$ cat src/rtl/lsu_dc_fill_ctl.sv
// lsu_dc_fill_ctl -- D-cache line-fill sequencer.
//
// Accepts one miss at a time and issues a single line read on the bus. Each
// returned 64-bit beat is written into the victim way with per-halfword even
// parity. The tag/valid is written only if no beat reported an error and the
// bus last-beat flag matched the beat count. The critical word is forwarded
// to the LSU in the data-write cycle of the beat that holds it.
//
// Optional feature: define RV_DC_FILL_WRAP_EN for a wrapped fill, where the
// critical beat is requested and returned first.
//
// Ports:
//   clk, rst                         clock, synchronous active-high reset
//   miss_valid/ready/addr/way        miss request; word address, one-hot way
//   rd_req_valid/ready/addr          bus line-read request (byte address)
//   rd_rsp_valid/data/last/err       bus beat return (always consumed)
//   dc_rw_addr, dc_wr_en, dc_wr_data data-array write (word address, parity)
//   dc_rw_tag_addr, lsu_dc_tag_wren,
//   dc_tag_valid                     tag-array write
//   crit_valid, crit_data            critical-word forward
//   fill_done, fill_err, busy        completion pulses and busy status
module lsu_dc_fill_ctl #(
  parameter int unsigned NUM_WAYS   = 4,
  parameter int unsigned LINE_BEATS = 4
) (
  input  logic                clk,
  input  logic                rst,
  input  logic                miss_valid,
  output logic                miss_ready,
  input  logic [29:0]         miss_addr,
  input  logic [NUM_WAYS-1:0] miss_way,
  output logic                rd_req_valid,
  input  logic                rd_req_ready,
  output logic [31:0]         rd_req_addr,
  input  logic                rd_rsp_valid,
  input  logic [63:0]         rd_rsp_data,
  input  logic                rd_rsp_last,
  input  logic                rd_rsp_err,
  output logic [29:0]         dc_rw_addr,
  output logic [NUM_WAYS-1:0] dc_wr_en,
  output logic [67:0]         dc_wr_data,
  output logic [29:0]         dc_rw_tag_addr,
  output logic [NUM_WAYS-1:0] lsu_dc_tag_wren,
  output logic [NUM_WAYS-1:0] dc_tag_valid,
  output logic                crit_valid,
  output logic [31:0]         crit_data,
  output logic                fill_done,
  output logic                fill_err,
  output logic                busy
);

  localparam int unsigned   CW       = $clog2(LINE_BEATS);
  localparam int unsigned   OB       = CW + 3;
  localparam logic [CW-1:0] LAST_CNT = CW'(LINE_BEATS - 1);

  typedef enum logic [2:0] {
    S_IDLE,
    S_REQ,
    S_FILL,
    S_FLUSH,
    S_TAG
  } state_e;

  state_e              state_q, state_d;
  logic [29:0]         addr_q, addr_d;
  logic [NUM_WAYS-1:0] way_q, way_d;
  logic [CW-1:0]       cnt_q, cnt_d;
  logic                err_q, err_d;
  logic                pipe_vld_q, pipe_vld_d;
  logic [CW-1:0]       pipe_idx_q, pipe_idx_d;
  logic [63:0]         pipe_data_q, pipe_data_d;

  logic [31-OB:0]      line_tag;
  logic [CW-1:0]       crit_idx;
  logic [CW-1:0]       beat_idx;
  logic [31:0]         req_addr;

  assign line_tag = addr_q[29:OB-2];
  assign crit_idx = addr_q[OB-3:1];

`ifdef RV_DC_FILL_WRAP_EN
  // Critical beat first; the index wraps naturally in CW bits.
  assign beat_idx = crit_idx + cnt_q;
  assign req_addr = {addr_q[29:1], 3'b000};
`else
  assign beat_idx = cnt_q;
  assign req_addr = {line_tag, {OB{1'b0}}};
`endif

  // State register
  always_ff @(posedge clk) begin
    if (rst) begin
      state_q <= S_IDLE;
    end else begin
      state_q <= state_d;
    end
  end

  // Datapath registers
  always_ff @(posedge clk) begin
    if (rst) begin
      addr_q      <= '0;
      way_q       <= '0;
      cnt_q       <= '0;
      err_q       <= 1'b0;
      pipe_vld_q  <= 1'b0;
      pipe_idx_q  <= '0;
      pipe_data_q <= '0;
    end else begin
      addr_q      <= addr_d;
      way_q       <= way_d;
      cnt_q       <= cnt_d;
      err_q       <= err_d;
      pipe_vld_q  <= pipe_vld_d;
      pipe_idx_q  <= pipe_idx_d;
      pipe_data_q <= pipe_data_d;
    end
  end

  // Next-state and datapath update
  always_comb begin
    state_d     = state_q;
    addr_d      = addr_q;
    way_d       = way_q;
    cnt_d       = cnt_q;
    err_d       = err_q;
    pipe_vld_d  = 1'b0;
    pipe_idx_d  = pipe_idx_q;
    pipe_data_d = pipe_data_q;
    unique case (state_q)
      S_IDLE: begin
        if (miss_valid) begin
          addr_d  = miss_addr;
          way_d   = miss_way;
          cnt_d   = '0;
          err_d   = 1'b0;
          state_d = S_REQ;
        end
      end
      S_REQ: begin
        if (rd_req_ready) begin
          state_d = S_FILL;
        end
      end
      S_FILL: begin
        if (rd_rsp_valid) begin
          pipe_vld_d  = 1'b1;
          pipe_idx_d  = beat_idx;
          pipe_data_d = rd_rsp_data;
          cnt_d       = cnt_q + CW'(1);
          // A misplaced or missing last flag poisons the fill like a bus error.
          err_d       = err_q | rd_rsp_err | (rd_rsp_last != (cnt_q == LAST_CNT));
          if (cnt_q == LAST_CNT) begin
            state_d = S_FLUSH;
          end
        end
      end
      S_FLUSH: begin
        state_d = err_q ? S_IDLE : S_TAG;
      end
      S_TAG: begin
        state_d = S_IDLE;
      end
      default: begin
        state_d = S_IDLE;
      end
    endcase
  end

  // Outputs; everything is held low while rst is asserted.
  always_comb begin
    miss_ready      = 1'b0;
    rd_req_valid    = 1'b0;
    rd_req_addr     = '0;
    dc_rw_addr      = '0;
    dc_wr_en        = '0;
    dc_wr_data      = '0;
    dc_rw_tag_addr  = '0;
    lsu_dc_tag_wren = '0;
    dc_tag_valid    = '0;
    crit_valid      = 1'b0;
    crit_data       = '0;
    fill_done       = 1'b0;
    fill_err        = 1'b0;
    busy            = 1'b0;
    if (!rst) begin
      busy       = (state_q != S_IDLE);
      miss_ready = (state_q == S_IDLE);
      if (state_q == S_REQ) begin
        rd_req_valid = 1'b1;
        rd_req_addr  = req_addr;
      end
      // Beat captured last cycle is written now (covers FILL and FLUSH).
      if (pipe_vld_q) begin
        dc_wr_en   = way_q;
        dc_rw_addr = {line_tag, pipe_idx_q, 1'b0};
        dc_wr_data = {^pipe_data_q[63:48], ^pipe_data_q[47:32], pipe_data_q[63:32],
                      ^pipe_data_q[31:16], ^pipe_data_q[15:0],  pipe_data_q[31:0]};
        if (pipe_idx_q == crit_idx) begin
          crit_valid = 1'b1;
          crit_data  = addr_q[0] ? pipe_data_q[63:32] : pipe_data_q[31:0];
        end
      end
      if (state_q == S_FLUSH && err_q) begin
        fill_err = 1'b1;
      end
      if (state_q == S_TAG) begin
        lsu_dc_tag_wren = way_q;
        dc_tag_valid    = way_q;
        dc_rw_tag_addr  = {line_tag, {(OB-2){1'b0}}};
        fill_done       = 1'b1;
      end
    end
  end

endmodule

$ cat config.mk
export PLATFORM = sky130hd
export DESIGN_NAME = lsu_dc_fill_ctl
export DESIGN_NICKNAME = d
export VERILOG_FILES = /design/src/rtl/lsu_dc_fill_ctl.sv
export SDC_FILE = /design/constraint.sdc
export NUM_CORES = 1
export LEC_CHECK = 0
export BUFFER_PORTS_ARGS = -buffer_cell sky130_fd_sc_hd__buf_2
export CORE_MARGIN = 4
export CORE_UTILIZATION = 45
export CTS_BUF_LIST = sky130_fd_sc_hd__clkbuf_4 sky130_fd_sc_hd__clkbuf_8 sky130_fd_sc_hd__clkbuf_16
export DETAILED_ROUTE_END_ITERATION = 7
export PLACE_DENSITY = 0.8
export SLEW_MARGIN = 20
export SYNTH_ARGS = -nofsm -noshare
export SYNTH_HDL_FRONTEND = slang
export SYNTH_SLANG_ARGS = --single-unit
$ cat constraint.sdc
create_clock -name clk -period 2.2 [get_ports clk]
set_clock_uncertainty 0.2 [all_clocks]
set_input_delay 0.11 -clock clk [delete_from_list [all_inputs] [get_ports clk]]
set_output_delay 0.11 -clock clk [all_outputs]
set_load 0.05 [all_outputs]
==> results.toml <==
[cts]
clk_latency_ns = 0.33
cts.sinks = 107
cts.reportedPaths.clkPinSlew_ns = 0.07
root_buffer = "clkbuf_16"
htree_levels = 3
cts_made_buffers = 9
ctsLongestPathBuffers = 2
cts_tree = "done"

[job]
max-cap-violations = 0

[synth]
avgSynthCellArea_um2 = 7.44
yosysSeqAreaShare_pct = 35.9
synth.distinct_cells = 32
synth_cells = 801
synth_most_common_cell = "nand2_1"
ys_seq_elements = 107
synth_edf_count = 0
synth_top_area_cell = "dfxtp_1"
yosys-top-cells-count = "nand2_1 (202), and2_1 (157), dfxtp_1 (107)"
synth_warnings = 0
synth_area_um2 = 5960
yosysTopAreaCellShare_pct = 35.9
synthArstFlopShare_pct = 0
ys.flop_type = "dfxtp_1"
synth.area.top_cells = "dfxtp_1 (36%), and2_1 (16%), nand2_1 (13%)"

[floorplanning]
die_area_um2 = 15200
coreArea_um2 = 12800
initial_core_util_pct = 46.7
fp.dieW_um = 123
pin_count = 315
num_rows = 41
die_height_um = 123

[pwr]
pwr_density_cell_nw_per_um2 = 483
p_int_mw = 3.15
clkPwrFrac_pct = 34.5
total_leakage_power_nw = 4.11
combPwrFrac_pct = 16.9
p_switching_mw = 1.14
p_seq_share_pct = 48.6
ir_drop_uv = 325
p_sw_share_pct = 26.6

[sta]
tightestPinTransition_ns = 0.682
timing.hold.ws_ns = 0.0239
hold_violations = 0
slew_violations = 0
fin_crit_sh_pct = 96.5
setup_violations = 0
fin_crit_ns = 2.12
setup_ws_ns = 0.0779
max-slew-margin-rel_pct = 54.6
fmax_mhz = 471

[grt]
grt_pass1_wl_mm = 31.2
antenna_found_initial = 3
grt_use_total_pct = 26.0
overflow = 0
grt_pass1_vias = 6216
grt_max_degree = 70

[finish]
fillerInstances = 970
regArea_um2 = 2150
fin_nets = 1276
postLayoutCellArea_um2 = 8880
final_cells = 1349
drive_gt1_share_pct = 29.8
multi_input_area_um2 = 3520
areaGrowthSynthToFinish_pct = 49.1

[worst_setup_path]
cp_data_arrival_time_ns = 1.81
cp_max_fo = 4
start_kind = "flip-flop"
crit_type = "reg2out"
endpoint_kind = "output pin"
cp.required_ns = 1.89

[placed_design]
place_inst = 1230
place_ws_ns = 0.291
place_area_um2 = 7570
globalplace.congestion = 0.823
port_buffers = 305
place.detailed.hpwl_mm = 13.7

[routing]
drt-initial-drc-count = 577
wirelength_mm = 20.8
drt_pass1_iterations = 5
antenna_left = 0
wire_per_inst_um = 15.4
vias = 6567
drc = 0
viasPerCell = 4.87

[worst_hold_path]
hp-class = "in2reg"

[run_status]
status = "finished, final reports clean"
[stage by stage]
stage	power, mW	util [%]	TNS, ns
after floorplan	2.50	-	0
after detailed placement	2.70	59.2	0
after global placement	2.69	59.2	0
final	4.29	69.6	0
after CTS	4.31	69.3	0
after global routing	4.48	69.6	-0.00376
[final timing paths]
path	start	end	slack [ns]	cells past startpoint
worst max-delay path	pipe_data_q[23]	dc_wr_data[33]	0.08	6
worst min-delay path	rd_rsp_valid	state_q[0]	0.02	4
worst max register to register	state_q[1]	pipe_data_q[10]	0.29	5
worst min register to register	err_q	state_q[2]	0.21	1
[worst max-delay path: stages, from the launching register on]
cell and delay [ns]:
dfxtp_1 0.45, xor2_1 0.22, xnor2_1 0.15, xnor2_1 0.16, xnor2_1 0.10, nor2_1 0.12
buf_2 0.28
[cells by family (layout without fill, tap and decap cells)]
| family | Yosys count | in the layout | synth area share, % |
|---|---|---|---|
| mux | 32 | 32 | 5.37 |
| buf+inv | 73 | 438 | 6.09 |
| compound gates | 107 | 107 | 9.11 |
| fa+ha+maj | 1 | 1 | 0.210 |
| other cells | 1 | 12 | 0.0629 |
| xor+xnor | 63 | 63 | 9.26 |
| flops | 107 | 107 | 35.9 |
| simple gates | 417 | 417 | 34.0 |
[layout make-up]
type	instances	share of cell area, %
tap	172	2.42
multi-input combinational	629	39.6
inverter	2	0.0845
sequential	107	24.2
timing repair buffer	421	30.6
clock buffer	11	2.70
clock inverter	4	0.324
antenna	3	0.0845
[sequential cells by signal (all words and copies together), names as in the netlist]
register / flops
pipe_data_q: 64
addr_q: 30
beat_idx: 2
pipe_idx_q: 2
state_q: 3
way_q: 4
pipe_vld_q: 1
err_q: 1
[what timing repair did]
item	in CTS	in global routing
setup buffers	0	0
resized for setup	0	11
endpoints found under the setup margin	0	66
hold endpoints to repair	101	0
hold buffers	101	0
[power by group through the flow]
| stage | Sequential (mW) | Combinational, mW | Clock [mW] |
|---|---|---|---|
| after floorplan | 2.09 | 0.410 | 0 |
| after global placement | 2.13 | 0.567 | 0 |
| after detailed placement | 2.13 | 0.572 | 0 |
| after CTS | 2.08 | 0.716 | 1.51 |
| after global routing | 2.09 | 0.783 | 1.60 |
| final | 2.08 | 0.725 | 1.48 |
[metal layers]
metal	vias to the layer above	share of wire [%]	track usage, %
li1	3241	-	-
met1	3007	40	30.5
met5	-	0	0
met3	39	7.7	5.44
met2	280	50	46.0
met4	0	2.9	11.3
[cells in the final DEF, fill, tap and decap left out, types with 2 or more instances in the layout]
cell type / n
a21oi_1: 102
and2_1: 154
and2_2: 3
buf_12: 4
buf_2: 301
buf_4: 10
buf_6: 3
clkbuf_16: 9
clkbuf_4: 4
clkinvlp_4: 2
conb_1: 9
dfxtp_1: 103
dfxtp_2: 4
diode_2: 3
dlygate4sd3_1: 101
inv_1: 2
mux2i_1: 32
nand2_1: 202
nand2b_1: 3
nand3_1: 4
nor2_1: 41
xnor2_1: 54
xor2_1: 8
(Power assumes the default switching activity.)
